<file path="src/rtl/slice_addsub_if.sv">
// Request/result bundle for the digit-serial adder/subtractor.
// Latency: none (wires only); the block behind it answers WIDTH/SLICE cycles after start.
// Backpressure: start is only honoured while busy is low; there is no result-side stall.
interface slice_addsub_if #(
  parameter int WIDTH = 16
) ();

  // Request side
  logic             start;
  logic [1:0]       op;
  logic [WIDTH-1:0] a;
  logic [WIDTH-1:0] b;
  logic             cin;

  // Status / result side
  logic             busy;
  logic             done;
  logic [WIDTH-1:0] sum;
  logic             cout;
  logic             overflow;

  // Requester: issues operations and watches status/results.
  modport master (
    output start, op, a, b, cin,
    input  busy, done, sum, cout, overflow
  );

  // Arithmetic block: consumes operations and produces results.
  modport slave (
    input  start, op, a, b, cin,
    output busy, done, sum, cout, overflow
  );

endinterface

</file>
<file path="src/rtl/slice_addsub.sv">
// Multi-cycle add/subtract, SLICE bits per clock, LSB digit first, one carry register between digits.
// Latency: WIDTH/SLICE cycles from the accepting edge to the done pulse (1 cycle when SLICE == WIDTH).
// Backpressure: start is ignored while busy; results are registered and held until the next completion.
// Optional build macro SLICE_ADDSUB_SAT_EN: saturate sum on signed overflow instead of wrapping.
module slice_addsub #(
  parameter int WIDTH = 16,
  parameter int SLICE = 4
) (
  input  logic         clk,
  input  logic         rst,
  slice_addsub_if.slave bus
);

  // Number of digit cycles and the width of the digit counter.
  localparam int N  = WIDTH / SLICE;
  localparam int CW = (N > 1) ? $clog2(N) : 1;

  // Reject configurations that cannot be split into whole digits.
  generate
    if (WIDTH < 2 || SLICE < 1 || (WIDTH % SLICE) != 0) begin : g_bad_cfg
      $error("slice_addsub: WIDTH must be >= 2 and a multiple of SLICE");
    end
  endgenerate

  // Op codes; anything that is neither ADD nor SUB produces a zero result.
  localparam logic [1:0] OP_ADD = 2'b01;
  localparam logic [1:0] OP_SUB = 2'b11;

  typedef enum logic {
    IDLE = 1'b0,
    RUN  = 1'b1
  } state_t;

  // Control state
  state_t                    state_q;
  logic [CW-1:0]             cnt_q;
  logic                      carry_q;
  logic                      sub_q;
  logic                      nop_q;

  // Operands as digit arrays so the active digit is a plain array index.
  logic [N-1:0][SLICE-1:0]   a_q;
  logic [N-1:0][SLICE-1:0]   beff_q;
  logic [N-1:0][SLICE-1:0]   part_q;

  // Registered results and status
  logic [WIDTH-1:0]          sum_q;
  logic                      cout_q;
  logic                      ovf_q;
  logic                      busy_q;
  logic                      done_q;

  // Operand capture values formed from the bus at the accepting edge
  logic                      is_add;
  logic                      is_sub;
  logic [WIDTH-1:0]          a_d;
  logic [WIDTH-1:0]          beff_d;
  logic                      c0_d;

  // Per-cycle digit arithmetic
  logic [SLICE:0]            slice_sum;
  logic [N-1:0][SLICE-1:0]   part_d;
  logic                      last_slice;
  logic                      ovf_raw;
  logic                      cout_d;
  logic [WIDTH-1:0]          res_d;

  assign is_add = (bus.op == OP_ADD);
  assign is_sub = (bus.op == OP_SUB);

  // Subtraction is a + ~b + ~cin, so a borrow-in becomes a missing carry-in.
  // NOP/reserved zero everything so the datapath naturally yields 0.
  always_comb begin
    a_d    = '0;
    beff_d = '0;
    c0_d   = 1'b0;
    if (is_add) begin
      a_d    = bus.a;
      beff_d = bus.b;
      c0_d   = bus.cin;
    end else if (is_sub) begin
      a_d    = bus.a;
      beff_d = ~bus.b;
      c0_d   = ~bus.cin;
    end
  end

  // Add the current digit, splice it into the partial result and derive completion values.
  always_comb begin
    slice_sum       = {1'b0, a_q[cnt_q]} + {1'b0, beff_q[cnt_q]} + {{SLICE{1'b0}}, carry_q};
    part_d          = part_q;
    part_d[cnt_q]   = slice_sum[SLICE-1:0];
    last_slice      = (cnt_q == CW'(N - 1));
    // Same-sign operands whose raw result flips sign have overflowed.
    ovf_raw         = (a_q[N-1][SLICE-1] == beff_q[N-1][SLICE-1]) &&
                      (part_d[N-1][SLICE-1] != a_q[N-1][SLICE-1]) && !nop_q;
    // Subtraction reports borrow, which is the inverted final carry.
    cout_d          = nop_q ? 1'b0 : (sub_q ? ~slice_sum[SLICE] : slice_sum[SLICE]);
    res_d           = part_d;
`ifdef SLICE_ADDSUB_SAT_EN
    // Clamp toward the sign of a: positive overflow -> max positive, negative -> most negative.
    if (ovf_raw) begin
      res_d = a_q[N-1][SLICE-1] ? {1'b1, {(WIDTH-1){1'b0}}} : {1'b0, {(WIDTH-1){1'b1}}};
    end
`endif
  end

  // Control FSM: capture operands in IDLE, walk the digits in RUN, publish results on the last digit.
  always_ff @(posedge clk) begin
    if (rst) begin
      state_q <= IDLE;
      cnt_q   <= '0;
      carry_q <= 1'b0;
      sub_q   <= 1'b0;
      nop_q   <= 1'b0;
      a_q     <= '0;
      beff_q  <= '0;
      part_q  <= '0;
      sum_q   <= '0;
      cout_q  <= 1'b0;
      ovf_q   <= 1'b0;
      busy_q  <= 1'b0;
      done_q  <= 1'b0;
    end else begin
      case (state_q)
        IDLE: begin
          done_q <= 1'b0;
          if (bus.start) begin
            a_q     <= a_d;
            beff_q  <= beff_d;
            carry_q <= c0_d;
            sub_q   <= is_sub;
            nop_q   <= !(is_add || is_sub);
            part_q  <= '0;
            cnt_q   <= '0;
            busy_q  <= 1'b1;
            state_q <= RUN;
          end
        end
        RUN: begin
          part_q  <= part_d;
          carry_q <= slice_sum[SLICE];
          if (last_slice) begin
            sum_q   <= res_d;
            cout_q  <= cout_d;
            ovf_q   <= ovf_raw;
            cnt_q   <= '0;
            busy_q  <= 1'b0;
            done_q  <= 1'b1;
            state_q <= IDLE;
          end else begin
            cnt_q   <= cnt_q + CW'(1);
          end
        end
      endcase
    end
  end

  assign bus.busy     = busy_q;
  assign bus.done     = done_q;
  assign bus.sum      = sum_q;
  assign bus.cout     = cout_q;
  assign bus.overflow = ovf_q;

endmodule

</file>
<file path="src/flat_wrapper.sv">
// flat-port wrapper written by rule: the top's interface ports become plain ports
module slice_addsub_flat 
#(
  parameter int WIDTH = 16,
  parameter int SLICE = 4
)
  (clk, rst, bus_start, bus_op, bus_a, bus_b, bus_cin, bus_busy, bus_done, bus_sum, bus_cout, bus_overflow);
  slice_addsub_if #(.WIDTH(WIDTH)) bus_i ();
  input  logic clk;
  input  logic rst;
  input wire logic [$bits(bus_i.start)-1:0] bus_start;
  input wire logic [$bits(bus_i.op)-1:0] bus_op;
  input wire logic [$bits(bus_i.a)-1:0] bus_a;
  input wire logic [$bits(bus_i.b)-1:0] bus_b;
  input wire logic [$bits(bus_i.cin)-1:0] bus_cin;
  output wire logic [$bits(bus_i.busy)-1:0] bus_busy;
  output wire logic [$bits(bus_i.done)-1:0] bus_done;
  output wire logic [$bits(bus_i.sum)-1:0] bus_sum;
  output wire logic [$bits(bus_i.cout)-1:0] bus_cout;
  output wire logic [$bits(bus_i.overflow)-1:0] bus_overflow;
  assign bus_i.start = bus_start;
  assign bus_i.op = bus_op;
  assign bus_i.a = bus_a;
  assign bus_i.b = bus_b;
  assign bus_i.cin = bus_cin;
  assign bus_busy = bus_i.busy;
  assign bus_done = bus_i.done;
  assign bus_sum = bus_i.sum;
  assign bus_cout = bus_i.cout;
  assign bus_overflow = bus_i.overflow;
  slice_addsub #(.WIDTH(WIDTH), .SLICE(SLICE)) u_core (.clk(clk), .rst(rst), .bus(bus_i));
endmodule
</file>
<file path="config.mk">
export PLATFORM = sky130hd
export DESIGN_NAME = slice_addsub_flat
export DESIGN_NICKNAME = d
export VERILOG_FILES = /design/src/rtl/slice_addsub_if.sv /design/src/rtl/slice_addsub.sv /design/src/flat_wrapper.sv
export SDC_FILE = /design/constraint.sdc
export NUM_CORES = 1
export LEC_CHECK = 0
export ABC_AREA = 1
export CORE_UTILIZATION = 35
export DETAILED_ROUTE_END_ITERATION = 10
export RECOVER_POWER = 50
export SETUP_SLACK_MARGIN = 0.1
export SYNTH_ARGS = -nofsm -noshare
export SYNTH_HDL_FRONTEND = slang
export SYNTH_SLANG_ARGS = --single-unit
</file>
<file path="constraint.sdc">
create_clock -name clk -period 3.3 [get_ports clk]
set_clock_uncertainty 0.1 [all_clocks]
set_input_delay 0.33 -clock clk [delete_from_list [all_inputs] [get_ports clk]]
set_output_delay 0.33 -clock clk [all_outputs]
set_load 0.02 [all_outputs]
</file>
After elaboration in Yosys (flattened, before gate mapping)
Index checks and enable logic that the tools add are counted.

Latch bits: 0. Register bits after elaboration: 74. Memory bits (writable): 0. Memory bits (read-only): 0. Input bits: 38. Memories: 0. Output and inout bits: 20.

Reduce and logical (&&, ||, !) cells: 9. $mul: 0. Shift-type cells: 0. Eq/ne operators: 7. Mux-type cells: 30. Div/mod/pow operators: 0. Magnitude comparators: 2. Add/sub/neg operators: 3. Bitwise operators: 4.

Operators by type and width (count): two-way mux 16 bit (5); case mux 16 bit (2 select lines) (1); binary-select mux 4 bit (select 2 bit) (2); bitwise mux 16 bit (1); NOT 16 bit (1); two-way mux 4 bit (3); two-way mux 1 bit (10); demux 4 bit (select 2 bit) (1); case mux 1 bit (2 select lines) (4); AND reduction 2 bit (3); adder 4 x 4 -> 5 bit (1); adder 5 x 1 -> 5 bit (1); equality test 2 bit (second input constant) (2); two-way mux 2 bit (2); != test 2 bit (second input constant) (2); case mux 2 bit (2 select lines) (1); logical AND 1 bit (3); < comparator 2 x 3 -> 1 bit (second input constant) (1); NOT 1 bit (3); adder 2 x 1 -> 2 bit (second input constant) (1); equality test 2 x 1 -> 1 bit (second input constant) (1); greater-or-equal comparator 2 x 1 -> 1 bit (second input constant) (1); zero test 1 bit (2); equality test 1 bit (1); other kinds (2) (2).

Longest topological paths before layout
Depth after elaboration: 8. Mapped depth: 14.

Worst setup path after synthesis
Ideal clock, no wire load.

Kind: reg-to-reg. Start point: register u_core.cnt_q[0]. End point: register u_core.cout_q (netlist: u_core.bus.cout). Path buffers: 2. Period minus slack after synthesis: 2.423 ns. Arrival: 2.210 ns. Stages on the path, launching flop included: 15. Slack: 0.877 ns. Cell sequence: dfxtp_1 -> buf_2 -> inv_2 -> buf_2 -> nor2_1 -> o22ai_1 -> fa_1 -> inv_1 -> fa_1 -> inv_1 -> a21oi_1 -> o21ai_0 -> or2_2 -> nand3_1 -> nand2_1.

Longest elaborated chain between the ends: 7. Elaborated cells between the ends (all ways): 11. Classes of those cells: add/sub (2); eq/ne (1); mux (6); bitwise (1); reduce/logical (1).

RTL lines: start, declared (line slice_addsub.sv:36) `logic [CW-1:0] cnt_q;`; start signal, assigned (line slice_addsub.sv:152) `cnt_q <= cnt_q + CW'(1);`; binary-select mux 4 bit (select 2 bit) (line slice_addsub.sv:90) `slice_sum = {1'b0, a_q[cnt_q]} + {1'b0, beff_q[cnt_q]} + {{SLICE{1'b0}}, carry_q};`; two-way mux 4 bit (not written as such) (line slice_addsub.sv:90); adder 4 x 4 -> 5 bit (line slice_addsub.sv:90); adder 5 x 1 -> 5 bit (line slice_addsub.sv:90); NOT 1 bit (line slice_addsub.sv:98) `cout_d = nop_q ? 1'b0 : (sub_q ? ~slice_sum[SLICE] : slice_sum[SLICE]);`; two-way mux 1 bit (2 in a row) (line slice_addsub.sv:98); end signal, assigned (line slice_addsub.sv:145) `cout_q <= cout_d;`; end, declared (line slice_addsub.sv:48) `logic cout_q;`.

Parallel ways exist; a longest one is shown, timed or not. The select of a mux whose other input is x is not followed. A chain may end at the register's enable or synchronous reset.

==> impl_results.md <==
- Final Hold Viols: 0
- Failing checks: capacitance limit, slew limit
- Root Driver: clkbuf_8
- Post-synth top flop: dfxtp_1
- Post-CTS setup buffer count: 0
- Asr flop ratio synth: 0%
- Port buffer count: 57
- Cell mode on critical path: clkbuf_1
- Crit path DAT: 2.81 ns
- Highest-count cells in the layout ignoring fill and taps: nand2_1 (143), dfxtp_1 (71), clkdlybuf4s50_1 (47)
- Global-route wire length before repair: 12,200 um
- Diode count: 0
- RSZ-0062 raised after global routing: no
- Crit-path max FO: 39
- Worst path max stage delay: 1.54 ns
- Placed inst area: 0.00386 mm^2
- Via count: 2,899
- Die H: 99.1 um
- Post-synthesis sequential area ratio: 43.1%
- #FFs+latches synth: 71
- Detail Placement HPWL: 5310 um
- FF-to-FF path depth: 12
- DR WL/cell: 12.1 um
- Final Instance Area: 0.00407 mm^2
- Type of the worst min-delay path: in -> reg
- Final Cycle Share: 81.6%
- Setup ws final: 0.607 ns
- Most common cell after layout, fill and taps aside: nand2_1
- DRT iter0 DRCs: 100
- Initial antenna violation count: 0
- Area Growth Syn to Fin: 23.3%
- Skew-Pair Late Insertion Delay: 0.34 ns
- Post-Route WL: 7260 um
- GRT overflow: 0
- Warning count from the yosys run: 0
- Syn_nets: 481
- CP Launch Type: input port
- Final #Nets: 531
- Status: finished with violations
- Final setup violating endpoints: 0
- Hold buffers post-CTS: 0
- Post-synthesis cell count: 434
- R2R Setup Slk: 0.78 ns
- Total track usage: 15.6%
- Hold_ws: 0.210 ns
- Die outline width: 99.1 um
- H-tree Lvls: 3
- Rows: 35
- Pwr dens: 477 mW/mm^2
- Peak supply drop: 0.000274 V
- Crit-path cells: clkbuf_1 -> clkbuf_1 -> nor2_2 -> inv_1 -> o21ai_0
- I/O pins: 58
- Minimum clock period: 2.69 ns
- Core footprint: 0.00920 mm^2
- EDFF count, synth: 0
- Slew @ Worst Pin: 2.14 ns
- CTS Buffer Depth: 2
- Clk pin slew, worst setup/hold paths: 0.08 ns
- Largest net degree at the start of global routing: 40
- Mapped Area: 0.00330 mm^2
- P_leak: 0.00156 uW
- DRT Pass-1 Iters: 4
- Layout cells sized above 1: 10.2%
- Fillers: 983
- Vias per std cell: 4.83
- Placement Setup Slack: 0.739 ns
- Clock sink count: 71
- Placed cell count: 584
- Residual DRC: 0
- Hold-critical path depth: 4
- CTS buffer count: 9
- WS Path Type: in -> reg
- Slowest CP cell: clkbuf_1
- Crit path required time: 3.41 ns
- Max-cap violations: 1
- CTS tree: done
- ANT nets after route: 0
- Post-Synthesis Mean Instance Area: 7.60 um^2
- Post-CTS sizing: 0
- Die area: 0.00982 mm^2
- Vias in the first global route: 2,575
- Initial Util: 35.9%
- Achievable clock frequency: 371 MHz
- Setup crit end kind: flip-flop
- Slew Limit Fails: 40
- Max-Slew Margin vs Limit: -42.3%
- Final TNS setup: 0 ns
- Synth unique cells: 31
- Post-Layout Cell Count: 600
- Final GP Congestion: 0.805
cells in the mapped netlist, types with 3 or more instances:
master     n  area (um^2)
buf_6      5         56.3
ha_1       7         87.6
a22oi_1    4         30.0
inv_1     17         63.8
buf_2      5         25.0
inv_2      5         18.8
a21oi_2   14          123
o21ai_1   18         90.1
nor2_1    26         97.6
a21oi_1   19         95.1
or2_2      5         31.3
dfxtp_1   71         1420
o22ai_1    6         37.5
nand2_1  143          537
nor2_2     3         18.8
nor2_4     3         33.8
o21ai_0   41          205
nand3_1   17         85.1
buf_4     10         75.1
cell families (layout without fill, tap and decap cells):
group | Yosys count | in the layout | share of synthesized area, %
buf+inv | 42 | 97 | 7.24
fa+ha+maj | 9 | 9 | 3.87
flops | 71 | 71 | 43.1
simple gates | 202 | 202 | 26.1
xor+xnor | 2 | 2 | 0.531
compound gates | 108 | 108 | 19.2
sequential cells by signal (all words and copies together) (netlist names), 2 cells and up:
register and cells:
u_core.part_q 13, u_core.a_q 16, u_core.bus.sum 16, u_core.cnt_q 2, u_core.beff_q 16
cell type report:
class	instances	area, um^2	area share (%)
multi-input cells	321	1630	40.1
flip-flops and latches	71	1420	34.9
repair buffers	59	576	14.1
well taps	111	139	3.41
clock buffers	9	124	3.04
clock inverters	7	96.3	2.37
inverters	22	82.6	2.03
where the power goes:
group          total [uW]  leakage [uW]  internal [uW]  switching [uW]
combinational         277      0.000869            112             165
sequential            903      0.000576            885            18.3
clock                 760      0.000114            428             333
total                1940       0.00156           1420             516
through the flow:
stage	util, %	total power [uW]
final	44.2	1940
after global routing	44.2	2040
after CTS	44.4	1960
after detailed placement	42.0	1210
after global placement	42.0	1200
after floorplan	-	1110
worst max-delay path: cells and delay by family:
family	cells	cell delay (ns)
AO/OA/AOI/OAI	1	0.10
AND/OR/NAND/NOR	1	0.47
buffers and inverters	3	1.90
routing by layer:
layer  vias up  part of all wire (%)  track usage (%)
met5         -                     0                0
met4         0                   1.8             6.33
met3        12                   3.9             4.57
met2        63                    45             23.4
met1      1294                    49             21.1
li1       1530                     -                -
path summary, 6_finish.rpt:
check / start / endpoint
worst max-delay path: rst / u_core.cnt_q[1]
worst min-delay path: rst / u_core.bus.sum[15]
worst max register to register: u_core.cnt_q[1] / u_core.bus.cout
worst min register to register: u_core.part_q[11] / u_core.part_q[11]
No activity file was read; power rests on OpenSTA's default activity.
